===== config.mk =====
export PLATFORM = sky130hd
export DESIGN_NAME = if_fetch_unit
export DESIGN_NICKNAME = d
export VERILOG_FILES = /design/src/rtl/if_fetch_unit_pkg.sv /design/src/rtl/if_redirect_mux.sv /design/src/rtl/if_fetch_unit.sv
export SDC_FILE = /design/constraint.sdc
export NUM_CORES = 1
export LEC_CHECK = 0
export BUFFER_PORTS_ARGS = -buffer_cell sky130_fd_sc_hd__buf_2
export CAP_MARGIN = 20
export CORE_MARGIN = 4
export CORE_UTILIZATION = 30
export CTS_CLUSTER_DIAMETER = 80
export CTS_CLUSTER_SIZE = 28
export DETAILED_ROUTE_END_ITERATION = 16
export PLACE_DENSITY = 0.49
export SLEW_MARGIN = 15
export SYNTH_ARGS = -nofsm -noshare
export SYNTH_HDL_FRONTEND = slang
export SYNTH_SLANG_ARGS = --single-unit

===== constraint.sdc =====
create_clock -name clk -period 4.2 [get_ports clk]
set_input_delay 0.84 -clock clk [delete_from_list [all_inputs] [get_ports clk]]
set_output_delay 0.84 -clock clk [all_outputs]
set_load 0.1 [all_outputs]

===== src/rtl/if_fetch_unit_pkg.sv =====
// Shared fetch-stage types and constants.
// Imported by if_fetch_unit and if_redirect_mux.
package if_fetch_unit_pkg;

  localparam logic [31:0] RESET_PC_DEF = 32'h0000_0000;
  localparam logic [31:0] NOP_INST_DEF = 32'h0000_0013;

  typedef enum logic [1:0] {
    REQ,
    WAIT,
    HOLD
  } fetch_state_t;

  typedef enum logic [2:0] {
    SEL_HOLD,
    SEL_PC4,
    SEL_BRANCH,
    SEL_MRET,
    SEL_TRAP
  } redir_sel_t;

  typedef struct packed {
    logic [31:0] pc;
    logic [31:0] inst;
    logic        valid;
  } if_id_t;

  function automatic logic [31:0] word_align(
    input logic [31:0] a
  );
    return a & 32'hFFFF_FFFC;
  endfunction

endpackage


===== src/rtl/if_redirect_mux.sv =====
// Next fetch-PC select: trap > mret > branch > pc+4 > hold.
// Redirect targets are forced to word alignment.
module if_redirect_mux
  import if_fetch_unit_pkg::*;
(
  input  logic        trap_taken,
  input  logic [31:0] trap_vector,
  input  logic        mret_taken,
  input  logic [31:0] mepc,
  input  logic        branch_taken,
  input  logic [31:0] branch_target,
  input  logic        advance,
  input  logic [31:0] pc_cur,
  output logic [31:0] pc_next
);

  redir_sel_t sel;

  always_comb begin
    if (trap_taken)        sel = SEL_TRAP;
    else if (mret_taken)   sel = SEL_MRET;
    else if (branch_taken) sel = SEL_BRANCH;
    else if (advance)      sel = SEL_PC4;
    else                   sel = SEL_HOLD;
  end

  always_comb begin
    pc_next = pc_cur;
    unique case (sel)
      SEL_TRAP:   pc_next = word_align(trap_vector);
      SEL_MRET:   pc_next = word_align(mepc);
      SEL_BRANCH: pc_next = word_align(branch_target);
      SEL_PC4:    pc_next = pc_cur + 32'd4;
      default:    pc_next = pc_cur;
    endcase
  end

endmodule


===== src/rtl/if_fetch_unit.sv =====
// Fetch stage + IF/ID register, one outstanding imem request.
// Define FETCH_PERF_EN for perf_fetched / perf_wait_cycles counters.
module if_fetch_unit
  import if_fetch_unit_pkg::*;
#(
  parameter logic [31:0] RESET_PC = RESET_PC_DEF,
  parameter logic [31:0] NOP_INST = NOP_INST_DEF
) (
  input  logic        clk,
  input  logic        rst_n,
  input  logic        stall,
  input  logic        flush_IFID,
  input  logic        branch_taken,
  input  logic [31:0] branch_target,
  input  logic        trap_taken,
  input  logic [31:0] trap_vector,
  input  logic        mret_taken,
  input  logic [31:0] mepc,
  output logic        imem_req,
  output logic [31:0] imem_addr,
  input  logic        imem_gnt,
  input  logic        imem_rvalid,
  input  logic [31:0] imem_rdata,
  output logic [31:0] pc_ID,
  output logic [31:0] inst_ID,
  output logic        valid_ID
`ifdef FETCH_PERF_EN
  ,
  output logic [31:0] perf_fetched,
  output logic [31:0] perf_wait_cycles
`endif
);

  fetch_state_t state, state_n;
  logic         kill, kill_n;
  logic         started;
  logic [31:0]  pc_if, pc_next;
  logic [31:0]  skid_pc, skid_inst;
  logic         redirect, advance;
  logic         load_new, load_skid, skid_cap;
  logic         has_word, id_load;
  if_id_t       if_id, word;

  assign redirect = trap_taken | mret_taken | branch_taken;

  if_redirect_mux u_redirect_mux (
    .trap_taken    (trap_taken),
    .trap_vector   (trap_vector),
    .mret_taken    (mret_taken),
    .mepc          (mepc),
    .branch_taken  (branch_taken),
    .branch_target (branch_target),
    .advance       (advance),
    .pc_cur        (pc_if),
    .pc_next       (pc_next)
  );

  // started masks the request for one cycle after reset release
  assign imem_req  = rst_n & started & (state == REQ);
  assign imem_addr = word_align(pc_if);

  always_comb begin
    state_n   = state;
    kill_n    = kill;
    advance   = 1'b0;
    load_new  = 1'b0;
    load_skid = 1'b0;
    skid_cap  = 1'b0;
    unique case (state)
      REQ: begin
        if (imem_req && imem_gnt) begin
          state_n = WAIT;
          kill_n  = redirect;
        end
      end
      WAIT: begin
        if (redirect) begin
          kill_n = ~imem_rvalid;
          if (imem_rvalid) state_n = REQ;
        end else if (imem_rvalid) begin
          kill_n = 1'b0;
          if (kill) begin
            state_n = REQ;
          end else if (stall) begin
            state_n  = HOLD;
            skid_cap = 1'b1;
          end else begin
            state_n  = REQ;
            load_new = 1'b1;
            advance  = 1'b1;
          end
        end
      end
      HOLD: begin
        if (redirect) begin
          state_n = REQ;
        end else if (!stall) begin
          state_n   = REQ;
          load_skid = 1'b1;
          advance   = 1'b1;
        end
      end
      default: state_n = REQ;
    endcase
  end

  always_ff @(posedge clk) begin
    if (!rst_n) begin
      state   <= REQ;
      kill    <= 1'b0;
      started <= 1'b0;
      pc_if   <= RESET_PC;
    end else begin
      state   <= state_n;
      kill    <= kill_n;
      started <= 1'b1;
      pc_if   <= pc_next;
    end
  end

  always_ff @(posedge clk) begin
    if (skid_cap) begin
      skid_pc   <= pc_if;
      skid_inst <= imem_rdata;
    end
  end

  assign has_word = load_new | load_skid;
  assign id_load  = has_word & ~flush_IFID & ~stall;

  always_comb begin
    word.valid = 1'b1;
    word.pc    = load_new ? pc_if : skid_pc;
    word.inst  = load_new ? imem_rdata : skid_inst;
  end

  always_ff @(posedge clk) begin
    if (!rst_n) begin
      if_id.pc    <= '0;
      if_id.inst  <= NOP_INST;
      if_id.valid <= 1'b0;
    end else if (flush_IFID) begin
      if_id.inst  <= NOP_INST;
      if_id.valid <= 1'b0;
    end else if (!stall) begin
      if (has_word) begin
        if_id <= word;
      end else begin
        if_id.inst  <= NOP_INST;
        if_id.valid <= 1'b0;
      end
    end
  end

  assign pc_ID    = if_id.pc;
  assign inst_ID  = if_id.inst;
  assign valid_ID = if_id.valid;

`ifdef FETCH_PERF_EN
  always_ff @(posedge clk) begin
    if (!rst_n) begin
      perf_fetched     <= '0;
      perf_wait_cycles <= '0;
    end else begin
      if (id_load && perf_fetched != '1)
        perf_fetched <= perf_fetched + 32'd1;
      if (state != HOLD && perf_wait_cycles != '1)
        perf_wait_cycles <= perf_wait_cycles + 32'd1;
    end
  end
`else
  logic unused_id_load;
  assign unused_id_load = id_load;
`endif

endmodule


* After elaboration in Yosys (flattened, before gate mapping)
Index checks and enable logic that the tools add are counted.
** Word-level totals
- Flip-flop bits (word level) :: 165
- Latch bits :: 0
- RAM bits :: 0
- Memory bits (read-only) :: 0
- Input bits :: 137
- Output and inout port bits :: 98
- Memories kept :: 0
** Cells by class
- $add $sub $neg :: 1
- Multipliers :: 0
- Div/mod/pow operators :: 0
- Magnitude comparators :: 0
- Eq/ne operators :: 10
- Shifts and indexed selects :: 0
- Mux-type cells :: 35
- Bitwise logic cells :: 9
- Reductions and logical operators :: 8
** Operator list (number)
- 32-bit one-hot mux with 4 select lines :: 1
- 32-bit two-way mux :: 2
- 33-bit two-way mux :: 1
- 32-bit by 3-bit adder with 32-bit output (second input constant) :: 1
- 1-bit two-way mux :: 17
- 2-bit two-way mux :: 8
- 3-bit two-way mux :: 3
- 3-bit AND reduction :: 3
- 3-bit by 2-bit equality test with 1-bit output (second input constant) :: 2
- 3-bit inequality test (second input constant) :: 2
- 2-bit one-hot mux with 3 select lines :: 1
- 1-bit inverter :: 4
- 1-bit one-hot mux with 2 select lines :: 2
- 4-bit nonzero test :: 1
- 3-bit by 1-bit equality test with 1-bit output (second input constant) :: 1
- 3-bit equality test (second input constant) :: 1
- 1-bit bitwise OR :: 3
- 1-bit bitwise AND :: 2
- 2-bit by 1-bit equality test with 1-bit output (second input constant) :: 1
- 2-bit equality test (second input constant) :: 1
- 2-bit logical NOT :: 1
- 2-bit by 1-bit inequality test with 1-bit output (second input constant) :: 1
- 2-bit inequality test (second input constant) :: 1
- 2-bit nonzero test :: 1
- 2 further kinds :: 2

* Depth between registers and ports, before layout
- Word-level depth :: 11
- Mapped depth :: 10
- Depth with buffers taken out :: 7

* Modules after synthesis
A second synthesis with hierarchy kept.
** Unflattened totals
- Cells, all modules :: 839
- Area total of the unflattened synthesis :: 8002.7 µm²
** Modules (own cells, without submodules)
- if_fetch_unit :: times used 1, cells an instance 571, area each 6422.4 µm²
- if_redirect_mux :: times used 1, cells an instance 268, area each 1580.3 µm²

* Worst setup path after synthesis
OpenSTA, ideal clock, no wires.
- Kind :: input to register
- Start :: in trap_taken
- End :: reg skid_inst[0], enable pin
- Setup time :: 427 ps
- Arrival :: 2908 ps
- Required time :: 3773 ps
- Slack :: 865 ps
- Cell stages on the path :: 4
- Buffers on the path :: 2
- Cells stage by stage :: buf_2 -> nor3_2 -> buf_2 -> and3_1
** On the way
- Cells in the longest elaborated chain, start to end :: 4
** RTL lines
- start: declaration :: RTL line if_fetch_unit.sv:15 : input logic trap_taken,
- 1-bit bitwise OR (2 in a row) :: RTL line if_fetch_unit.sv:44 : assign redirect = trap_taken | mret_taken | branch_taken;
- 1-bit two-way mux :: RTL line if_fetch_unit.sv:77 : if (redirect) begin
- 1-bit two-way mux :: RTL line if_fetch_unit.sv:69 : unique case (state)
- named net skid_cap :: RTL line if_fetch_unit.sv:40 : logic load_new, load_skid, skid_cap;
- end signal: assignment :: RTL line if_fetch_unit.sv:124 : skid_inst <= imem_rdata;
- end: declaration :: RTL line if_fetch_unit.sv:38 : logic [31:0] skid_pc, skid_inst;
The timed path passes the listed nets, and every way through them passes these cells.
A chain may end at the register's enable or synchronous reset.

* Worst setup path in the final report
- Start :: in rst_n
- End :: out imem_req
** On the way
- Cells in the longest elaborated chain, start to end :: 2
** RTL lines
- start: declaration :: RTL line if_fetch_unit.sv:10 : input logic rst_n,
- 1-bit bitwise AND (2 in a row) :: RTL line if_fetch_unit.sv:59 : assign imem_req = rst_n & started & (state == REQ);
- end: declaration :: RTL line if_fetch_unit.sv:19 : output logic imem_req,
No other way between the ends.

==> results_dict.tcl <==
set metrics [dict create \
    outcome "finished, final reports clean" \
    peakVddDrop_mv 0.184 \
    cts.hold.buffers_added 0 \
    floorplan.initialDensity_pct 30.7 \
    drv.max_cap_violation_count 0 \
    port_buffers 224 \
    vias 6151 \
    htreeDepth 4 \
    post_cts_buffers 0 \
    cts.sink_count 159 \
    drtIter0Drc 493 \
    async_reset_ff_share_pct 0 \
    setup_ws_ps 1260 \
    grt_util_overall_pct 16.9 \
    setup_tns_ps 0 \
    globalRoute.totalOverflow 0 \
    final_nets 1021 \
    power.leakage_nw 4.05 \
    worst_setup_slack_before_clock_tree_synthesis_ps 1090 \
    row_count 56 \
    netlist_top_cells_count "97 x dfxtp_1, 79 x nor2_1, 62 x edfxtp_1, 56 x mux2i_1, 34 x a21oi_1" \
    clock_latency_ps 430 \
    die_area_mm2 0.0267 \
    dieWidth_um 163 \
    cp.required_ps 3360 \
    fin_util_pct 39.1 \
    cts_root_buf "clkbuf_16" \
    dominantRegCellSynth "dfxtp_1" \
    core_area_mm2 0.0236 \
    fin_worst_skew_ps 14.0 \
    io_pins 235 \
    synth_top_area_share_pct 26.8 \
    hold_viol 0 \
    antenna_cells 0 \
    die_y_um 163 \
    clk_pin_slew_worst_paths_ps 70 \
    route.detailed.vias_per_inst 5.08 \
    min_period_ps 2940 \
    cts_resized 0 \
    final.period_utilization_pct 70.1 \
    antenna_found_initial 0 \
    finalSetupViolations 0 \
    grt_setup_unrepaired "no" \
    yosys.area.top_type "dfxtp_1" \
    gp_congestion 0.770 \
    grt_first_pass_wirelength_um 35000 \
    first_pass_iters 5 \
    synth.distinct_cells 73 \
    synth_most_common_cell "dfxtp_1" \
    finalMaxSlewViolations 0 \
    route.final.wire_length_um 23100 \
    post_route_cells_drive_above_1_share_pct 33.4 \
    post-dp-hpwl_um 16300 \
    synthesis_to_finish_area_growth_pct 27.4 \
    synth-seq-area-share_pct 52.5 \
    hold_path_class "flip-flop to flip-flop" \
    cts_tree "built" \
    mean_post_synth_cell_area_um2 10.7 \
    route.detailed.drc 0 \
    p_per_area_mw_per_mm2 407 \
    synthesis.area_mm2 0.00724 \
    synth.top_cells.by_area "dfxtp_1 27%, edfxtp_1 26%, mux2i_1 7.7%" \
    grt_start_max_net_pins 41 \
    crit_path_max_fanout 32 \
    max_freq_mhz 340 \
    warning_count_from_the_yosys_run 0 \
    worstPathArrival_ps 2100 \
    first_global_vias 5878 \
    clk_path_buf_depth 2 \
    wl_per_cell_um 19.1 \
    postSynthCellCount 678 \
    worst_slew_margin_rel_pct 39.3 \
    category_of_the_most_critical_setup_path "primary input to output pin" \
    synth-edff-count 62 \
    ys_ff_latch 159 \
    max_slew.worst_pin.slew_ps 909 \
    numCtsBuffers 17 \
    critPathLaunchType "primary input" \
    crit_path_end_kind "output pin" \
    routed_antenna_nets 0 \
]
==> registers in the layout (all words and copies together), names as in the netlist <==
register,cells
pc_if,30
kill,1
skid_pc,30
pc_ID,30
state,2
started,1
valid_ID,1
skid_inst,32
inst_ID,32
==> path summary, 6_finish.rpt <==
kind         startpoint        end  slack [ps]  cells after the start
max               rst_n   imem_req        1260                      3
min            valid_ID   valid_ID         460                      2
max reg2reg    state[1]  pc_if[25]        1610                      8
min reg2reg    valid_ID   valid_ID         460                      2
==> worst max-delay path, cell delays in order <==
cell and delay, ps:
buf_2 510, and3_1 300, buf_2 450
==> power by group <==
group          switching (mW)  internal, mW  leakage (nW)
Sequential             0.0576          1.64          1.35
Combinational           0.382         0.142          2.42
Clock                   0.742         0.798         0.282
Total                    1.18          2.58          4.05
==> per-stage QoR <==
step	instance area (µm²)	power [mW]	instances	hold slack, ps
6_report	9230	3.76	1212	458
5_1_grt	9230	3.91	1212	474
4_1_cts	9230	3.81	1212	458
3_3_place_gp	8640	2.25	1180	434
3_5_place_dp	8640	2.26	1180	448
2_1_floorplan	7250	2.09	681	462
==> cells by family (layout without fill, tap and decap cells) <==
| kind of cell | after synthesis | in the layout | share of synthesized area (%) |
|---|---|---|---|
| adders and majority gates | 4 | 4 | 0.691 |
| xor gates and xnor gates | 3 | 3 | 0.363 |
| and+or+nand+nor | 173 | 173 | 12.1 |
| muxes | 59 | 59 | 8.21 |
| buffers and inverters | 69 | 281 | 4.40 |
| DFF | 159 | 159 | 52.5 |
| other | 1 | 4 | 0.0518 |
| AOI/OAI and AO/OA | 210 | 210 | 21.7 |
==> final cells by class <==
cell class / count / area (µm²)
well taps: 319 / 399
flip-flops and latches: 159 / 3800
fillers: 2357 / 14400
clock inverters: 15 / 159
multi-input cells: 453 / 3150
inverters: 11 / 41.3
repair buffers: 238 / 1250
clock buffers: 17 / 425
==> per-layer routing <==
metal | routed length, µm | vias up | track usage [%]
met1 | 11300 | 2941 | 24.6
met2 | 10600 | 178 | 25.7
met3 | 1100 | 17 | 3.36
li1 | - | 3015 | -
met5 | 0 | - | 0
met4 | 191 | 0 | 4.08
==> placed cells by master, fill, tap and decap left out, drive strengths merged, types with 4 or more instances in the layout <==
master     n
a221o      4
edfxtp    62
inv       20
a2bb2oi   29
nand4     11
nor4       4
ha         4
a22oi      9
o211ai     7
conb       4
o221ai     5
nand3     15
a21oi     34
mux2i     56
a211oi    30
o211a      4
nand2     23
or3        4
buf      238
nor2      81
o21a       4
and3       9
clkbuf    17
a222oi     8
a31oi      5
dfxtp     97
o21ai     30
a22o       7
o31a       5
clkinv     4
nor3       9
a221oi    11
No activity file was read; power rests on OpenSTA's default activity.
